==> src/rtl/axi4_lite_pkg.sv <==
// Shared AXI4-Lite definitions: master FSM state encoding and response codes.
package axi4_lite_pkg;

  localparam logic [2:0] S_IDLE       = 3'd0;
  localparam logic [2:0] S_WR_ADDR_DATA = 3'd1;
  localparam logic [2:0] S_WR_RESP    = 3'd2;
  localparam logic [2:0] S_RD_ADDR    = 3'd3;
  localparam logic [2:0] S_RD_DATA    = 3'd4;
  localparam logic [2:0] S_RSP        = 3'd5;

  localparam logic [1:0] RESP_OKAY    = 2'b00;
  localparam logic [1:0] RESP_SLVERR  = 2'b10;

  localparam logic [2:0] AXI_PROT_DEF = 3'b000;

endpackage

==> src/rtl/axi4_lite_osc_master.sv <==
// Single-outstanding AXI4-Lite master: turns one command into one
// AXI read or write and hands back the captured response.
module axi4_lite_osc_master
  import axi4_lite_pkg::*;
#(
  parameter int C_M_AXI_DATA_WIDTH = 32,
  parameter int C_M_AXI_ADDR_WIDTH = 5
) (
  input  logic                              M_AXI_ACLK,
  input  logic                              M_AXI_ARESETN,
  input  logic                              i_cmd_valid,
  output logic                              o_cmd_ready,
  input  logic                              i_cmd_wr,
  input  logic [C_M_AXI_ADDR_WIDTH-1:0]     i_cmd_addr,
  input  logic [C_M_AXI_DATA_WIDTH-1:0]     i_cmd_wdata,
  input  logic [C_M_AXI_DATA_WIDTH/8-1:0]   i_cmd_wstrb,
  output logic                              o_rsp_valid,
  input  logic                              i_rsp_ready,
  output logic [C_M_AXI_DATA_WIDTH-1:0]     o_rsp_rdata,
  output logic [1:0]                        o_rsp_resp,
  output logic [C_M_AXI_ADDR_WIDTH-1:0]     M_AXI_AWADDR,
  output logic [2:0]                        M_AXI_AWPROT,
  output logic                              M_AXI_AWVALID,
  input  logic                              M_AXI_AWREADY,
  output logic [C_M_AXI_DATA_WIDTH-1:0]     M_AXI_WDATA,
  output logic [C_M_AXI_DATA_WIDTH/8-1:0]   M_AXI_WSTRB,
  output logic                              M_AXI_WVALID,
  input  logic                              M_AXI_WREADY,
  input  logic [1:0]                        M_AXI_BRESP,
  input  logic                              M_AXI_BVALID,
  output logic                              M_AXI_BREADY,
  output logic [C_M_AXI_ADDR_WIDTH-1:0]     M_AXI_ARADDR,
  output logic [2:0]                        M_AXI_ARPROT,
  output logic                              M_AXI_ARVALID,
  input  logic                              M_AXI_ARREADY,
  input  logic [C_M_AXI_DATA_WIDTH-1:0]     M_AXI_RDATA,
  input  logic [1:0]                        M_AXI_RRESP,
  input  logic                              M_AXI_RVALID,
  output logic                              M_AXI_RREADY
);

  localparam int AW = C_M_AXI_ADDR_WIDTH;
  localparam int DW = C_M_AXI_DATA_WIDTH;
  localparam int SW = C_M_AXI_DATA_WIDTH / 8;

  logic [2:0]    state_q, state_d;
  logic          rdy_q, rdy_d;
  logic          aw_done_q, aw_done_d;
  logic          w_done_q, w_done_d;
  logic          wr_q, wr_d;
  logic [AW-1:0] addr_q, addr_d;
  logic [DW-1:0] wdata_q, wdata_d;
  logic [SW-1:0] wstrb_q, wstrb_d;
  logic [DW-1:0] rdata_q, rdata_d;
  logic [1:0]    resp_q, resp_d;

  always_comb begin
    state_d   = state_q;
    aw_done_d = aw_done_q;
    w_done_d  = w_done_q;
    wr_d      = wr_q;
    addr_d    = addr_q;
    wdata_d   = wdata_q;
    wstrb_d   = wstrb_q;
    rdata_d   = rdata_q;
    resp_d    = resp_q;
    unique case (1'b1)
      (state_q == S_IDLE): begin
        if (i_cmd_valid && rdy_q) begin
          wr_d      = i_cmd_wr;
          addr_d    = i_cmd_addr;
          wdata_d   = i_cmd_wdata;
          wstrb_d   = i_cmd_wstrb;
          aw_done_d = 1'b0;
          w_done_d  = 1'b0;
          state_d   = i_cmd_wr ? S_WR_ADDR_DATA
                               : S_RD_ADDR;
        end
      end
      (state_q == S_WR_ADDR_DATA): begin
        // AW and W retire independently; leave only once both have
        if (M_AXI_AWREADY) aw_done_d = 1'b1;
        if (M_AXI_WREADY)  w_done_d  = 1'b1;
        if (aw_done_d && w_done_d)
          state_d = S_WR_RESP;
      end
      (state_q == S_WR_RESP): begin
        if (M_AXI_BVALID) begin
          resp_d  = M_AXI_BRESP;
          rdata_d = '0;
          state_d = S_RSP;
        end
      end
      (state_q == S_RD_ADDR): begin
        if (M_AXI_ARREADY) state_d = S_RD_DATA;
      end
      (state_q == S_RD_DATA): begin
        if (M_AXI_RVALID) begin
          rdata_d = M_AXI_RDATA;
          resp_d  = M_AXI_RRESP;
          state_d = S_RSP;
        end
      end
      (state_q == S_RSP): begin
        if (i_rsp_ready) state_d = S_IDLE;
      end
      default: state_d = S_IDLE;
    endcase
  end

  // Ready is registered so it stays low until the first clock after reset
  assign rdy_d = (state_d == S_IDLE);

  always_ff @(posedge M_AXI_ACLK or negedge M_AXI_ARESETN) begin
    if (!M_AXI_ARESETN) begin
      state_q   <= S_IDLE;
      rdy_q     <= 1'b0;
      aw_done_q <= 1'b0;
      w_done_q  <= 1'b0;
      wr_q      <= 1'b0;
      addr_q    <= '0;
      wdata_q   <= '0;
      wstrb_q   <= '0;
      rdata_q   <= '0;
      resp_q    <= RESP_OKAY;
    end else begin
      state_q   <= state_d;
      rdy_q     <= rdy_d;
      aw_done_q <= aw_done_d;
      w_done_q  <= w_done_d;
      wr_q      <= wr_d;
      addr_q    <= addr_d;
      wdata_q   <= wdata_d;
      wstrb_q   <= wstrb_d;
      rdata_q   <= rdata_d;
      resp_q    <= resp_d;
    end
  end

  assign o_cmd_ready   = rdy_q;
  assign o_rsp_valid   = (state_q == S_RSP);
  assign o_rsp_rdata   = wr_q ? '0 : rdata_q;
  assign o_rsp_resp    = resp_q;

  assign M_AXI_AWADDR  = addr_q;
  assign M_AXI_AWPROT  = AXI_PROT_DEF;
  assign M_AXI_AWVALID = (state_q == S_WR_ADDR_DATA) && !aw_done_q;
  assign M_AXI_WDATA   = wdata_q;
  assign M_AXI_WSTRB   = wstrb_q;
  assign M_AXI_WVALID  = (state_q == S_WR_ADDR_DATA) && !w_done_q;
  assign M_AXI_BREADY  = (state_q == S_WR_RESP);

  assign M_AXI_ARADDR  = addr_q;
  assign M_AXI_ARPROT  = AXI_PROT_DEF;
  assign M_AXI_ARVALID = (state_q == S_RD_ADDR);
  assign M_AXI_RREADY  = (state_q == S_RD_DATA);

endmodule

==> config.mk <==
export PLATFORM = sky130hd
export DESIGN_NAME = axi4_lite_osc_master
export DESIGN_NICKNAME = d
export VERILOG_FILES = /design/src/rtl/axi4_lite_pkg.sv /design/src/rtl/axi4_lite_osc_master.sv
export SDC_FILE = /design/constraint.sdc
export NUM_CORES = 1
export LEC_CHECK = 0
export ABC_AREA = 0
export BUFFER_PORTS_ARGS = -buffer_cell sky130_fd_sc_hd__buf_4
export CAP_MARGIN = 20
export CORE_ASPECT_RATIO = 1.2
export CORE_UTILIZATION = 44
export DETAILED_ROUTE_END_ITERATION = 7
export PLACE_DENSITY = 0.77
export SLEW_MARGIN = 20
export SYNTH_ARGS = -nofsm -noshare
export SYNTH_HDL_FRONTEND = slang
export SYNTH_SLANG_ARGS = --single-unit
==> constraint.sdc <==
create_clock -name M_AXI_ACLK -period 3.98 [get_ports M_AXI_ACLK]
set_input_delay 0.796 -clock M_AXI_ACLK [delete_from_list [all_inputs] [get_ports M_AXI_ACLK]]
set_output_delay 0.796 -clock M_AXI_ACLK [all_outputs]
set_load 0.05 [all_outputs]
---- Word level (Yosys, flattened, before mapping) ----
Cells that the tools add are included.
word-level totals
  register bits ........................... 82
  output and inout port bits .............. 93
  logic and storage cells ................. 53
operators by class
  equal/unequal tests ..................... 8
  multiplexer cells ....................... 22
  reduce and logical (&&, ||, !) cells .... 13
operators by type and width
  kind                                                                      number
  32-bit 2-to-1 mux                                                         3
  32-bit case mux with 2 select lines                                       1
  3-bit 2-to-1 mux                                                          6
  3-bit case mux with 6 select lines                                        1
  3-bit by 2-bit equality test with 1-bit output (second input constant)    2
  3-bit equality test (second input constant)                               2
  3-bit logical NOT                                                         2
  2-bit 2-to-1 mux                                                          3
  1-bit 2-to-1 mux                                                          5
  1-bit logical AND                                                         4
  2-bit inequality test (second input constant)                             2
  1-bit case mux with 2 select lines                                        2
  2-bit case mux with 2 select lines                                        1
  2-bit AND reduction                                                       2
  2-bit nonzero test                                                        2
  3-bit by 1-bit equality test with 1-bit output (second input constant)    1
  3-bit AND reduction                                                       1
  1-bit logical NOT                                                         2
  2-bit by 1-bit inequality test with 1-bit output (second input constant)  1

---- Longest topological paths before layout ----
  depth after elaboration ................. 6
  mapped depth ............................ 7
  gate-level depth less buffers ........... 4

---- Worst setup path before layout ----
No wires, ideal clock.
  path kind ............................... reg2out
  start point ............................. reg state_q[2]
  end point ............................... out M_AXI_AWVALID
  arrival time ............................ 1.578 ns
  path slack .............................. 1.606 ns
  cell stages (with the launch flop) ...... 4
  path buffers ............................ 1
  path through ............................ dfrtp_1 > buf_4 > or3b_1 > nor2_1
on the way
  cells in the longest elaborated chain, start to end .. 2
RTL lines
  element                                         line                         RTL
  start, declared                                 axi4_lite_osc_master.sv:46   logic [2:0] state_q, state_d;
  start signal, assigned                          axi4_lite_osc_master.sv:127  state_q <= state_d;
  3-bit by 1-bit equality test with 1-bit output  axi4_lite_osc_master.sv:147  assign M_AXI_AWVALID = (state_q == S_WR_ADDR_DATA) && !aw_done_q;
  1-bit logical AND                               axi4_lite_osc_master.sv:147
  end, declared                                   axi4_lite_osc_master.sv:23   output logic M_AXI_AWVALID,
Every way passes these cells.

---- Worst setup path after layout ----
  start point ............................. reg state_q[2]
  end point ............................... out M_AXI_WVALID
on the way
  cells in the longest elaborated chain, start to end .. 2
RTL lines
  element                                         line                         RTL
  3-bit by 1-bit equality test with 1-bit output  axi4_lite_osc_master.sv:150  assign M_AXI_WVALID = (state_q == S_WR_ADDR_DATA) && !w_done_q;
  1-bit logical AND                               axi4_lite_osc_master.sv:150
  end, declared                                   axi4_lite_osc_master.sv:27   output logic M_AXI_WVALID,
Every way passes these cells.

==> summary.txt <==
Die X -> 85.1 um
maximum buffer depth of the clock tree -> 2
Ports -> 180
Period Utilization, post-route -> 62.5%
CTS tree -> built
slowest stage delay, CP -> 540 ps
first-pass GRT wire length -> 12,800 um
Routed Antenna Nets -> 0
DPL Wire Length -> 5800 um
Synth-to-Final Area Change -> 39.8%
Max Cap Viol -> 0
Total Power -> 4.84 mW
total wire length -> 8070 um
CP Launch Type -> flop
CTS root buf -> clkbuf_8
critical path class -> flop to output port
leak pwr -> 2.49 nW
number of distinct library cells after synthesis -> 30
die area -> 8660 um2
Iteration-0 DRC Markers -> 127
maximum vdd drop -> 542 uV
post-DR wirelength/cell -> 13.8 um
Placed Cells -> 569
CTS clk-pin slew, worst paths -> 80 ps
CP Cell Sequence -> or3b_1, nor2_1, buf_4
# hold bufs at CTS -> 0
CTS Buf Count -> 9
Filler cells -> 652
GRT overflow -> 0
share of cells above drive strength 1 -> 48.6%
Syn Area/Cell -> 11.2 um2
Worst Hold Class -> input pin to async pin
critical path peak fanout -> 9
Max Slew Vio Count -> 0
initial antenna violation count -> 0
Worst Tran Pin Value -> 732 ps
largest net degree at the start of global routing -> 83
Final Util -> 63.3%
Ant. Diodes -> 0
clk_lat worst skew -> 340 ps
Std-Cell Rows -> 36
CTS sink cnt -> 82
vias in the first global route -> 2,733
Worst Path Required -> 3180 ps
routability cong. -> 0.835
Max-Slew Margin vs Limit -> 51.2%
Mapped Cells -> 325
Max Clock Freq -> 402 MHz
Tmin final -> 2490 ps
H-tree Lvls -> 3
Final TNS setup -> 0 ps
via count -> 2,865
register area share after synthesis -> 56.2%
Worst setup EP type -> output port
area of the core -> 8060 um2
TritonRoute pass-1 iters -> 4
final hold vios -> 0
Setup Buffers After CTS -> 0
nets@finish -> 572
DRC viols -> 0
number of synthesized register bits -> 82
Initial Util -> 45.3%
Setup Skew -> 12.0 ps
RSZ-0062 raised after global routing -> false
PortBufs -> 173
Gates resized, CTS repair -> 0
Chip Height -> 102 um
Cell Area, Synth -> 3650 um2
final std cells w/o fill -> 585
Power Dens Cells -> 949 nW/um2
crit path DAT -> 1690 ps
GR Util All Layers -> 19.0%
status -> finished clean
Yosys warning count -> 0
via/cell ratio -> 4.90
# setup viols final -> 0
Crit-path slowest cell -> dfrtp_1
==> synth_stat cells, drive strengths merged <==
cell type  instances  share of area, %
dfrtp             82                56
nand2             67               6.9
mux2              41                13
o21ai             37               5.1
nor2b             33               5.7
buf               25               5.5
clkbuf             6              0.62
nor2               6               1.1
a21oi              4              0.55
inv                4              0.41
mux2i              3              0.82
nor3b              3               1.1
a22oi              2              0.55
nand2b             2              0.34
nand3b             2              0.41
a211oi             1              0.21
a21boi             1              0.21
and2               1              0.17
and4b              1              0.27
conb               1              0.10
nand4bb            1              0.75
o22a               1              0.24
or3b               1              0.24
==> worst max-delay path: cells and delay by family (launching register included) <==
kind / cells / cell delay (ps)
buffers and inverters: 1 / 210
DFF: 1 / 540
and+or+nand+nor: 2 / 600
==> registers in the layout, summed over array words and instances, names as in the netlist <==
name / flops
o_cmd_ready: 1
M_AXI_ARADDR: 5
state_q: 3
aw_done_q: 1
o_rsp_resp: 2
M_AXI_WDATA: 32
w_done_q: 1
wr_q: 1
rdata_q: 32
M_AXI_WSTRB: 4
==> through the flow <==
step	hold slack (ps)	cell area [um2]	setup WS, ps
after floorplan	442	3670	1610
after global placement	457	4880	1760
after detailed placement	468	4880	1720
after CTS	488	5100	1400
after global routing	513	5100	1420
final	470	5100	1490
==> cells by family after synthesis <==
group | share of synthesized area [%]
buffers and inverters | 6.51
and+or+nand+nor | 16.9
AOI/OAI and AO/OA | 6.82
other | 0.103
muxes | 13.5
DFF | 56.2
==> layer usage <==
layer	global-route usage, %	up-vias	wire length [um]
met5	0	-	0
met4	9.78	0	202
met3	4.81	17	659
met2	31.1	121	3910
met1	23.5	1359	3300
li1	-	1368	-
==> power by group <==
group          total (mW)  switching [mW]  internal [mW]  leakage, nW
clock               0.630           0.290          0.341        0.112
sequential           1.48           0.271           1.21         1.04
combinational        2.73            1.82          0.910         1.34
==> layout make-up <==
| cell class | instances | area [um2] | area share (%) |
|---|---|---|---|
| clock buffer | 12 | 165 | 3.24 |
| clock inverter | 4 | 48.8 | 0.956 |
| inverter | 4 | 15.0 | 0.294 |
| multi-input combinational | 213 | 1390 | 27.1 |
| sequential | 82 | 2050 | 40.2 |
| tap | 95 | 119 | 2.33 |
| timing repair buffer | 175 | 1320 | 25.8 |
==> worst paths after layout <==
path	start	endpoint	slack (ps)	cells after the start
max	state_q[2]$_DFF_PN0_	M_AXI_WVALID	1490	3
max reg2reg	state_q[2]$_DFF_PN0_	rdata_q[5]$_DFFE_PN0P_	1850	6
min reg2reg	rdata_q[18]$_DFFE_PN0P_	rdata_q[18]$_DFFE_PN0P_	480	2
min in group M_AXI_ACLK	rdata_q[18]$_DFFE_PN0P_	rdata_q[18]$_DFFE_PN0P_	480	2
min	M_AXI_ARESETN	rdata_q[14]$_DFFE_PN0P_	470	1
max in group asynchronous	M_AXI_ARESETN	wr_q$_DFFE_PN0P_	2970	1
==> layout by cell type (no fill, tap or decap) <==
master       n
mux2i_1      3
nor2b_1     33
nand2b_1     2
buf_6        1
nor2_1       5
a22oi_1      1
o22a_1       1
o21ai_1     23
clkbuf_8    12
nand3b_1     2
a211oi_1     1
clkinv_4     1
conb_1       6
and4b_1      1
dfrtp_2      1
mux2_2      41
clkinv_2     2
nor3b_4      2
a22oi_2      1
nand2_1     67
o21ai_0     14
nor2_8       1
inv_1        4
and2_1       1
a21oi_1      4
a21boi_0     1
nand4bb_4    1
dfrtp_1     81
bufinv_16    1
buf_4      174
nor3b_1      1
or3b_1       1
Note: power is estimated with default switching activity, not from simulation.
